`config.mk`:
```
export PLATFORM = sky130hd
export DESIGN_NAME = calc_bcd_sequencer_flat
export DESIGN_NICKNAME = d
export VERILOG_FILES = /design/src/rtl/calc_bcd_sequencer_if.sv /design/src/rtl/calc_bcd_sequencer.sv /design/src/flat_wrapper.sv
export SDC_FILE = /design/constraint.sdc
export NUM_CORES = 1
export LEC_CHECK = 0
export CAP_MARGIN = 20
export CELL_PAD_IN_SITES_DETAIL_PLACEMENT = 2
export CELL_PAD_IN_SITES_GLOBAL_PLACEMENT = 2
export CORE_AREA = 3 3 122 124
export CTS_BUF_LIST = sky130_fd_sc_hd__clkbuf_16
export DETAILED_ROUTE_END_ITERATION = 8
export DIE_AREA = 0 0 125 127
export PLACE_DENSITY = 0.77
export SETUP_SLACK_MARGIN = 0.05
export SLEW_MARGIN = 20
export SYNTH_ARGS = -nofsm -noshare
export SYNTH_HDL_FRONTEND = slang
export SYNTH_SLANG_ARGS = --single-unit
```
`constraint.sdc`:
```
create_clock -name clk -period 2.85 [get_ports clk]
set_input_delay 0.57 -clock clk [delete_from_list [all_inputs] [get_ports clk]]
set_output_delay 0.57 -clock clk [all_outputs]
set_load 0.1 [all_outputs]
```
`src/rtl/calc_bcd_sequencer_if.sv`:
```
`default_nettype none
//==============================================================================
// Interface : calc_bcd_sequencer_if
// Purpose   : Bundles the keypad event bus, the BCD arithmetic-unit bus and
//             the display/status outputs of the calculator sequencer.
// Signals   : key_valid/key_code          keypad event (one-cycle pulse)
//             numero_1/numero_2/suma_resta operands and operator to the unit
//             igual_en                     one-cycle operation strobe
//             resultado/operacion_valida   result and valid flag from the unit
//             display/busy/error           display digits and status
// Modports  : master - the sequencer; slave - keypad, arithmetic unit, display
// Revision  : 1.0 - initial release
//==============================================================================
interface calc_bcd_sequencer_if;
   logic        key_valid;
   logic [3:0]  key_code;
   logic [15:0] numero_1;
   logic [15:0] numero_2;
   logic [1:0]  suma_resta;
   logic        igual_en;
   logic [15:0] resultado;
   logic        operacion_valida;
   logic [15:0] display;
   logic        busy;
   logic        error;

   modport master (
      input  key_valid, key_code, resultado, operacion_valida,
      output numero_1, numero_2, suma_resta, igual_en, display, busy, error
   );

   modport slave (
      output key_valid, key_code, resultado, operacion_valida,
      input  numero_1, numero_2, suma_resta, igual_en, display, busy, error
   );
endinterface
`default_nettype wire

```
`src/rtl/calc_bcd_sequencer.sv`:
```
`default_nettype none
//==============================================================================
// Module    : calc_bcd_sequencer
// Purpose   : Keypad-driven sequencer for a 4-digit BCD add/subtract unit.
//             Builds operand A, the operator and operand B from key events,
//             fires a one-cycle strobe on '=', samples the unit's result and
//             valid flag after RESULT_LAT cycles and drives the display.
// Ports     : clk    - system clock
//             reset  - asynchronous, active-high reset
//             bus    - calc_bcd_sequencer_if.master (keys, unit bus, display,
//                      busy, error); all outputs are registered
// Params    : MAX_DIGITS - digits accepted per operand (1..4)
//             RESULT_LAT - cycles after the strobe cycle until the result is
//                          sampled (>=1)
// Revision  : 1.0 - initial release
//==============================================================================
module calc_bcd_sequencer #(
   parameter int MAX_DIGITS = 4,
   parameter int RESULT_LAT = 1
) (
   input  logic                 clk,
   input  logic                 reset,
   calc_bcd_sequencer_if.master bus
);

   localparam int CNT_W = $clog2(MAX_DIGITS + 1);
   localparam int LAT_W = (RESULT_LAT > 1) ? $clog2(RESULT_LAT) : 1;

   localparam logic [CNT_W-1:0] c_max_cnt   = CNT_W'(MAX_DIGITS);
   localparam logic [LAT_W-1:0] c_wait_init = LAT_W'(RESULT_LAT - 1);
   localparam logic [3:0]       c_key_add   = 4'hA;
   localparam logic [3:0]       c_key_sub   = 4'hB;
   localparam logic [3:0]       c_key_eq    = 4'hC;
   localparam logic [3:0]       c_key_clr   = 4'hD;
   localparam logic [1:0]       c_op_add    = 2'd1;
   localparam logic [1:0]       c_op_sub    = 2'd2;
   localparam logic [15:0]      c_disp_err  = 16'hEEEE;

   typedef enum logic [2:0] {
      ST_ENTER_A = 3'd0,
      ST_ENTER_B = 3'd1,
      ST_EXEC    = 3'd2,
      ST_WAIT    = 3'd3,
      ST_SHOW    = 3'd4,
      ST_ERROR   = 3'd5
   } state_t;

   state_t           r_state;
   logic [15:0]      r_num_a;
   logic [15:0]      r_num_b;
   logic [1:0]       r_op;
   logic             r_strobe;
   logic             r_busy;
   logic             r_error;
   logic [15:0]      r_display;
   logic [15:0]      r_result;
   logic [CNT_W-1:0] r_cnt_a;
   logic [CNT_W-1:0] r_cnt_b;
   logic [LAT_W-1:0] r_wait_cnt;

   logic        w_key_digit;
   logic        w_key_op;
   logic        w_key_eq;
   logic        w_key_clr;
   logic [1:0]  w_op_sel;
   logic [15:0] w_a_shift;
   logic [15:0] w_b_shift;
   logic [15:0] w_digit_ext;

   // Key decode; codes E/F fall into none of these classes and are ignored.
   assign w_key_digit = bus.key_valid && (bus.key_code <= 4'd9);
   assign w_key_op    = bus.key_valid && ((bus.key_code == c_key_add) ||
                                          (bus.key_code == c_key_sub));
   assign w_key_eq    = bus.key_valid && (bus.key_code == c_key_eq);
   assign w_key_clr   = bus.key_valid && (bus.key_code == c_key_clr);
   assign w_op_sel    = (bus.key_code == c_key_sub) ? c_op_sub : c_op_add;
   assign w_a_shift   = {r_num_a[11:0], bus.key_code};
   assign w_b_shift   = {r_num_b[11:0], bus.key_code};
   assign w_digit_ext = {12'h000, bus.key_code};

   // Display is updated at every transition that changes what it should show,
   // so it stays a plain register with no path from the key inputs.
   always_ff @(posedge clk or posedge reset) begin
      if (reset) begin
         r_state    <= ST_ENTER_A;
         r_num_a    <= 16'h0000;
         r_num_b    <= 16'h0000;
         r_op       <= 2'd0;
         r_strobe   <= 1'b0;
         r_busy     <= 1'b0;
         r_error    <= 1'b0;
         r_display  <= 16'h0000;
         r_result   <= 16'h0000;
         r_cnt_a    <= '0;
         r_cnt_b    <= '0;
         r_wait_cnt <= '0;
      end else begin
         r_strobe <= 1'b0;
         if (w_key_clr) begin
            // Clear wins in every state, including a pending operation.
            r_state    <= ST_ENTER_A;
            r_num_a    <= 16'h0000;
            r_num_b    <= 16'h0000;
            r_op       <= 2'd0;
            r_busy     <= 1'b0;
            r_error    <= 1'b0;
            r_display  <= 16'h0000;
            r_result   <= 16'h0000;
            r_cnt_a    <= '0;
            r_cnt_b    <= '0;
            r_wait_cnt <= '0;
         end else begin
            case (r_state)
               ST_ENTER_A: begin
                  if (w_key_digit && (r_cnt_a < c_max_cnt)) begin
                     r_num_a   <= w_a_shift;
                     r_cnt_a   <= r_cnt_a + CNT_W'(1);
                     r_display <= w_a_shift;
                  end else if (w_key_op) begin
                     r_op      <= w_op_sel;
                     r_num_b   <= 16'h0000;
                     r_cnt_b   <= '0;
                     r_display <= r_num_a;
                     r_state   <= ST_ENTER_B;
                  end
               end

               ST_ENTER_B: begin
                  if (w_key_digit && (r_cnt_b < c_max_cnt)) begin
                     r_num_b   <= w_b_shift;
                     r_cnt_b   <= r_cnt_b + CNT_W'(1);
                     r_display <= w_b_shift;
                  end else if (w_key_op && (r_cnt_b == '0)) begin
                     r_op <= w_op_sel;
                  end else if (w_key_eq) begin
                     r_strobe <= 1'b1;
                     r_busy   <= 1'b1;
                     r_state  <= ST_EXEC;
                  end
               end

               ST_EXEC: begin
                  // The strobe cycle counts as cycle 0; the result is sampled
                  // at the end of cycle RESULT_LAT.
                  r_wait_cnt <= c_wait_init;
                  r_state    <= ST_WAIT;
               end

               ST_WAIT: begin
                  if (r_wait_cnt == '0) begin
                     r_busy <= 1'b0;
                     if (bus.operacion_valida) begin
                        r_result  <= bus.resultado;
                        r_display <= bus.resultado;
                        r_state   <= ST_SHOW;
                     end else begin
                        r_error   <= 1'b1;
                        r_display <= c_disp_err;
                        r_state   <= ST_ERROR;
                     end
                  end else begin
                     r_wait_cnt <= r_wait_cnt - LAT_W'(1);
                  end
               end

               ST_SHOW: begin
                  if (w_key_digit) begin
                     r_num_a   <= w_digit_ext;
                     r_cnt_a   <= CNT_W'(1);
                     r_display <= w_digit_ext;
                     r_state   <= ST_ENTER_A;
                  end else if (w_key_op) begin
                     // Chain: the result becomes a full operand A.
                     r_num_a   <= r_result;
                     r_cnt_a   <= c_max_cnt;
                     r_op      <= w_op_sel;
                     r_num_b   <= 16'h0000;
                     r_cnt_b   <= '0;
                     r_display <= r_result;
                     r_state   <= ST_ENTER_B;
                  end else if (w_key_eq) begin
                     // Repeat the last operation on the result, B unchanged.
                     r_num_a  <= r_result;
                     r_cnt_a  <= c_max_cnt;
                     r_strobe <= 1'b1;
                     r_busy   <= 1'b1;
                     r_state  <= ST_EXEC;
                  end
               end

               ST_ERROR: begin
                  if (w_key_digit) begin
                     r_error   <= 1'b0;
                     r_num_a   <= w_digit_ext;
                     r_cnt_a   <= CNT_W'(1);
                     r_display <= w_digit_ext;
                     r_state   <= ST_ENTER_A;
                  end
               end

               default: begin
                  r_state <= ST_ENTER_A;
               end
            endcase
         end
      end
   end

   assign bus.numero_1   = r_num_a;
   assign bus.numero_2   = r_num_b;
   assign bus.suma_resta = r_op;
   assign bus.igual_en   = r_strobe;
   assign bus.display    = r_display;
   assign bus.busy       = r_busy;
   assign bus.error      = r_error;

endmodule
`default_nettype wire

```
`src/flat_wrapper.sv`:
```
// flat-port wrapper written by rule: the top's interface ports become plain ports
module calc_bcd_sequencer_flat 
#(
   parameter int MAX_DIGITS = 4,
   parameter int RESULT_LAT = 1
)
  (clk, reset, bus_key_valid, bus_key_code, bus_resultado, bus_operacion_valida, bus_numero_1, bus_numero_2, bus_suma_resta, bus_igual_en, bus_display, bus_busy, bus_error);
  calc_bcd_sequencer_if bus_i ();
  input  logic clk;
  input  logic reset;
  input wire logic [$bits(bus_i.key_valid)-1:0] bus_key_valid;
  input wire logic [$bits(bus_i.key_code)-1:0] bus_key_code;
  input wire logic [$bits(bus_i.resultado)-1:0] bus_resultado;
  input wire logic [$bits(bus_i.operacion_valida)-1:0] bus_operacion_valida;
  output wire logic [$bits(bus_i.numero_1)-1:0] bus_numero_1;
  output wire logic [$bits(bus_i.numero_2)-1:0] bus_numero_2;
  output wire logic [$bits(bus_i.suma_resta)-1:0] bus_suma_resta;
  output wire logic [$bits(bus_i.igual_en)-1:0] bus_igual_en;
  output wire logic [$bits(bus_i.display)-1:0] bus_display;
  output wire logic [$bits(bus_i.busy)-1:0] bus_busy;
  output wire logic [$bits(bus_i.error)-1:0] bus_error;
  assign bus_i.key_valid = bus_key_valid;
  assign bus_i.key_code = bus_key_code;
  assign bus_i.resultado = bus_resultado;
  assign bus_i.operacion_valida = bus_operacion_valida;
  assign bus_numero_1 = bus_i.numero_1;
  assign bus_numero_2 = bus_i.numero_2;
  assign bus_suma_resta = bus_i.suma_resta;
  assign bus_igual_en = bus_i.igual_en;
  assign bus_display = bus_i.display;
  assign bus_busy = bus_i.busy;
  assign bus_error = bus_i.error;
  calc_bcd_sequencer #(.MAX_DIGITS(MAX_DIGITS), .RESULT_LAT(RESULT_LAT)) u_core (.clk(clk), .reset(reset), .bus(bus_i));
endmodule
```
==> flow_summary.rst <==
.. list-table::
   :header-rows: 1

   * - Metric
     - Value
   * - Outcome
     - completed
   * - Yosys warning count
     - 0
   * - Part of the Yosys area used for sequential elements
     - roughly 44%
   * - Reg2reg setup slack
     - 0.38 ns
   * - Kind of critical path
     - input port to flip-flop
   * - Relative contribution of the clock network to total power
     - 14.5%
   * - Clock tree from TritonCTS
     - done
   * - Number of enable flip-flop cells after synthesis
     - 0
   * - Core utilization of the finished layout
     - 41.2%
   * - Cell chosen for the clock root
     - sky130_fd_sc_hd__clkbuf_16
   * - DP Worst Slack
     - -0.297 ns
   * - Net switching share of the total power
     - a little under three fifths
   * - Leading cell type in the layout, fill and taps excluded
     - sky130_fd_sc_hd__nand2_1
   * - Total nets after synthesis
     - around 540
   * - Vias in the first global route
     - roughly 4700
   * - Delay contributed by the slowest stage of the critical path
     - around 0.65 ns
   * - Synthesized instance count
     - 509
   * - Combinational power share
     - between 60% and 70%
   * - Peak supply drop
     - around 0.66 mV
   * - Post-DP HPWL
     - approximately 12000 um
   * - Global-route usage over all layers
     - between 20 and 25%
   * - DIE AREA
     - between 15000 and 20000 um^2
   * - Effective utilization at floorplan
     - 31.8%
   * - Worst-path cell with the longest stage delay
     - sky130_fd_sc_hd__clkdlybuf4s50_1
   * - Total number of clock tree sinks
     - between 70 and 80
   * - Final max-slew violation count
     - 0
   * - Wire length after detailed routing
     - about 17000 um
   * - Layout area overhead
     - 29.4%
   * - Number of placement rows
     - 43
   * - Number of top-level design ports
     - 77
   * - Worst-case clock skew
     - 0.00594 ns
   * - Cell-by-cell listing of the critical path
     - clkdlybuf4s50_1 -> buf_4 -> nor2b_1 -> o211ai_1 -> a31o_2 -> o31ai_4 -> buf_6 -> mux2_2
   * - Kind of end point of the critical path
     - flip-flop
   * - Netlist cell types
     - just over 60
   * - Rel. slew slack
     - between 40 and 50%
   * - Clock buffer depth
     - 2
   * - Share of flip-flops with an asynchronous set or reset after synthesis
     - 100%
   * - Length in cells of the worst reg-to-reg path
     - 5
   * - Total inserted antenna cells
     - 0
   * - Highest clock frequency the design can meet
     - around 0.40 GHz
   * - Pin slew with the least headroom to its limit
     - 0.856 ns
   * - Startpoint of the worst setup timing path
     - bus_key_code[2]
   * - Post-detailed-route wirelength per cell
     - 21.8 um
   * - Reg-to-Reg Start
     - u_core.r_state[1]
   * - # Max-Cap Violations
     - 0
   * - Crit path arrival time
     - ~2.7 ns
   * - Final worst path period share
     - slightly below 90%
   * - Detailed Routing Iterations Pass 1
     - 5
   * - Setup repair after global routing missed its margin
     - no
   * - Leakage
     - 2.56 nW
   * - Count of port buffers added during placement
     - 76
   * - Post-layout min period
     - 2.50 ns
   * - Drt first-iter violations
     - 246
   * - Total congestion overflow after global routing
     - 0
   * - CP Capture Point
     - u_core.bus.numero_1[13]
   * - Final standard cell area without fillers
     - 5710 um^2
   * - Path type of the worst min-delay path
     - flip-flop to flip-flop
   * - Initial antenna violation count
     - 1
   * - Detail-routed via count per cell
     - around 5.6
   * - Routability congestion estimate
     - ~0.84
   * - CTS clk-pin slew, worst paths
     - 0.06 ns
   * - Worst Path Required
     - 3.08 ns
   * - Vias
     - roughly 4300
   * - Hold_ws
     - around 0.5 ns
   * - Reg power frac
     - between 20 and 30%
   * - First-pass GRT wire length
     - 27300 um
   * - Synthesized area per cell
     - 8.68 um^2
   * - Chip width
     - 125 um
   * - Register bit total from synthesis
     - 78
   * - Area of the mapped netlist
     - 4420 um^2
   * - Maximum number of pins on one net before global-route repair
     - 79
   * - Number of clock buffers inserted by TritonCTS
     - 9
   * - DRC
     - 0
   * - Number of hold buffers added after CTS
     - 0
   * - Startpoint type of the worst setup path
     - input port
   * - Clock network latency to the later pin of the worst-skew pair
     - around 0.34 ns
   * - H-tree lvl count
     - 3
   * - Worst Slack Setup Final
     - 0.351 ns
   * - Power per cell area
     - 1370 nW/um^2
   * - Leading register cell type out of synthesis
     - sky130_fd_sc_hd__dfrtp_1
   * - Crit Path Max Fanout
     - 13
   * - Core Area
     - about 14000 um^2
   * - Number of hold violations in the final report
     - 0
   * - Internal power
     - about 3.4 mW
   * - Post-CTS Setup Inserts
     - 0
   * - Antenna violation net count after detailed routing
     - 0
   * - Commonest cells after routing, fill and taps aside
     - sky130_fd_sc_hd__nand2_1 (124), sky130_fd_sc_hd__buf_4 (84), sky130_fd_sc_hd__dfrtp_1 (78), sky130_fd_sc_hd__a21oi_1 (74), sky130_fd_sc_hd__o21ai_0 (27)
   * - Die height
     - approximately 130 um
   * - Switching component of the power
     - 4.41 mW
   * - Layout cells sized above 1
     - 22.7%
   * - Worst reg2reg path endpoint
     - u_core.bus.suma_resta[0]
   * - Area post-placement
     - between 5000 and 6000 um^2
   * - Layout net count
     - just over 600
   * - Setup violations, final
     - 0
-- routing by layer --
layer  global-route usage (%)  share of wire [%]  vias to the layer above
met5                        0              0.077                        -
met4                     6.70                1.6                        2
met3                     2.72                3.7                       16
met2                     35.4                 49                       89
met1                     30.0                 45                     2254
li1                         -                  -                     1959
-- power by group through the flow --
stage	Sequential, mW	Combinational (mW)	Clock (mW)
after floorplan	4.03	1.40	0
after global routing	2.04	4.99	1.20
after CTS	1.97	4.75	1.16
after global placement	1.96	4.58	0
after detailed placement	1.99	4.71	0
final	1.97	4.73	1.13
-- logic make-up after synthesis --
kind of cell / Yosys count / synth area share, %
simple gates: 169 / 17.1
compound gates: 164 / 24.0
flops: 78 / 44.2
buf+inv: 63 / 6.15
mux: 32 / 7.79
fa+ha+maj: 3 / 0.850
-- through the flow --
stage | cells | power, mW | setup TNS [ns]
3_3_place_gp | 759 | 6.54 | -1.80
2_1_floorplan | 509 | 5.44 | 0
6_report | 776 | 7.84 | 0
4_1_cts | 775 | 7.88 | 0
5_1_grt | 776 | 8.24 | 0
3_5_place_dp | 759 | 6.70 | -6.55
-- worst min-delay path by stage --
| stage | from | to | slack [ns] | cells past startpoint |
|---|---|---|---|---|
| floorplan | u_core.r_cnt_a[1] | u_core.r_cnt_a[1] | 0.47 | 1 |
| global placement | u_core.bus.numero_2[14] | u_core.bus.numero_2[14] | 0.47 | 2 |
| detailed placement | u_core.bus.numero_2[14] | u_core.bus.numero_2[14] | 0.48 | 2 |
| CTS | u_core.r_cnt_a[1] | u_core.r_cnt_a[1] | 0.50 | 1 |
| global route | u_core.r_cnt_a[1] | u_core.r_cnt_a[1] | 0.53 | 1 |
| finish | u_core.bus.numero_2[15] | u_core.bus.numero_2[15] | 0.49 | 2 |
-- synth_stat cells (3+ instances only) --
cell                        count  area, um^2
sky130_fd_sc_hd__a211oi_1       3        22.5
sky130_fd_sc_hd__nor3b_1        3        22.5
sky130_fd_sc_hd__a21oi_1       74         370
sky130_fd_sc_hd__nand2_1      124         465
sky130_fd_sc_hd__dfrtp_1       78        1950
sky130_fd_sc_hd__a221o_1       14         140
sky130_fd_sc_hd__mux2_1         4        45.0
sky130_fd_sc_hd__buf_2         10        50.1
sky130_fd_sc_hd__clkbuf_1      20        75.1
sky130_fd_sc_hd__buf_1          6        22.5
sky130_fd_sc_hd__mux2_2        15         169
sky130_fd_sc_hd__ha_1           3        37.5
sky130_fd_sc_hd__inv_1         23        86.3
sky130_fd_sc_hd__o22ai_1       15        93.8
sky130_fd_sc_hd__nand3_1        5        25.0
sky130_fd_sc_hd__nor2_1         7        26.3
sky130_fd_sc_hd__nor3_1         5        25.0
sky130_fd_sc_hd__nand4_1        3        18.8
sky130_fd_sc_hd__o2bb2ai_1      3        26.3
sky130_fd_sc_hd__nand2b_1       4        25.0
sky130_fd_sc_hd__mux2i_1       13         130
sky130_fd_sc_hd__o211ai_1       3        22.5
sky130_fd_sc_hd__nor2b_1        4        25.0
sky130_fd_sc_hd__o21ai_0       27         135
-- area by class of cell --
type                       count  area [um^2]
fill                        1569         8170
multi-input combinational    369         2240
sequential                    78         1950
timing repair buffer         111          932
clock buffer                   9          225
tap                          180          225
inverter                      23         87.6
clock inverter                 6         56.3
-- state kept, by name (all words and copies together), names as in the netlist --
| register | cells |
|---|---|
| u_core.r_cnt_a | 3 |
| u_core.bus.suma_resta | 2 |
| u_core.r_result | 16 |
| u_core.r_state | 3 |
| u_core.bus.error | 1 |
| u_core.bus.busy | 1 |
| u_core.bus.numero_2 | 16 |
| u_core.r_cnt_b | 3 |
| u_core.bus.numero_1 | 16 |
| u_core.bus.igual_en | 1 |
| u_core.bus.display | 16 |
-- timing repair --
| action | 4_1_cts | 5_1_grt |
|---|---|---|
| resized for setup | 0 | 2 |
| cloned | 1 | 0 |
| pin swaps | 1 | 0 |
| endpoints found under the setup margin | 1 | 3 |
-- critical path: cells and delay by family --
kind / cells / cell delay [ns]
mux: 1 / 0.36
compound gates: 3 / 0.53
buf+inv: 3 / 1.12
simple gates: 1 / 0.14
Note: power is estimated with default switching activity, not from simulation.
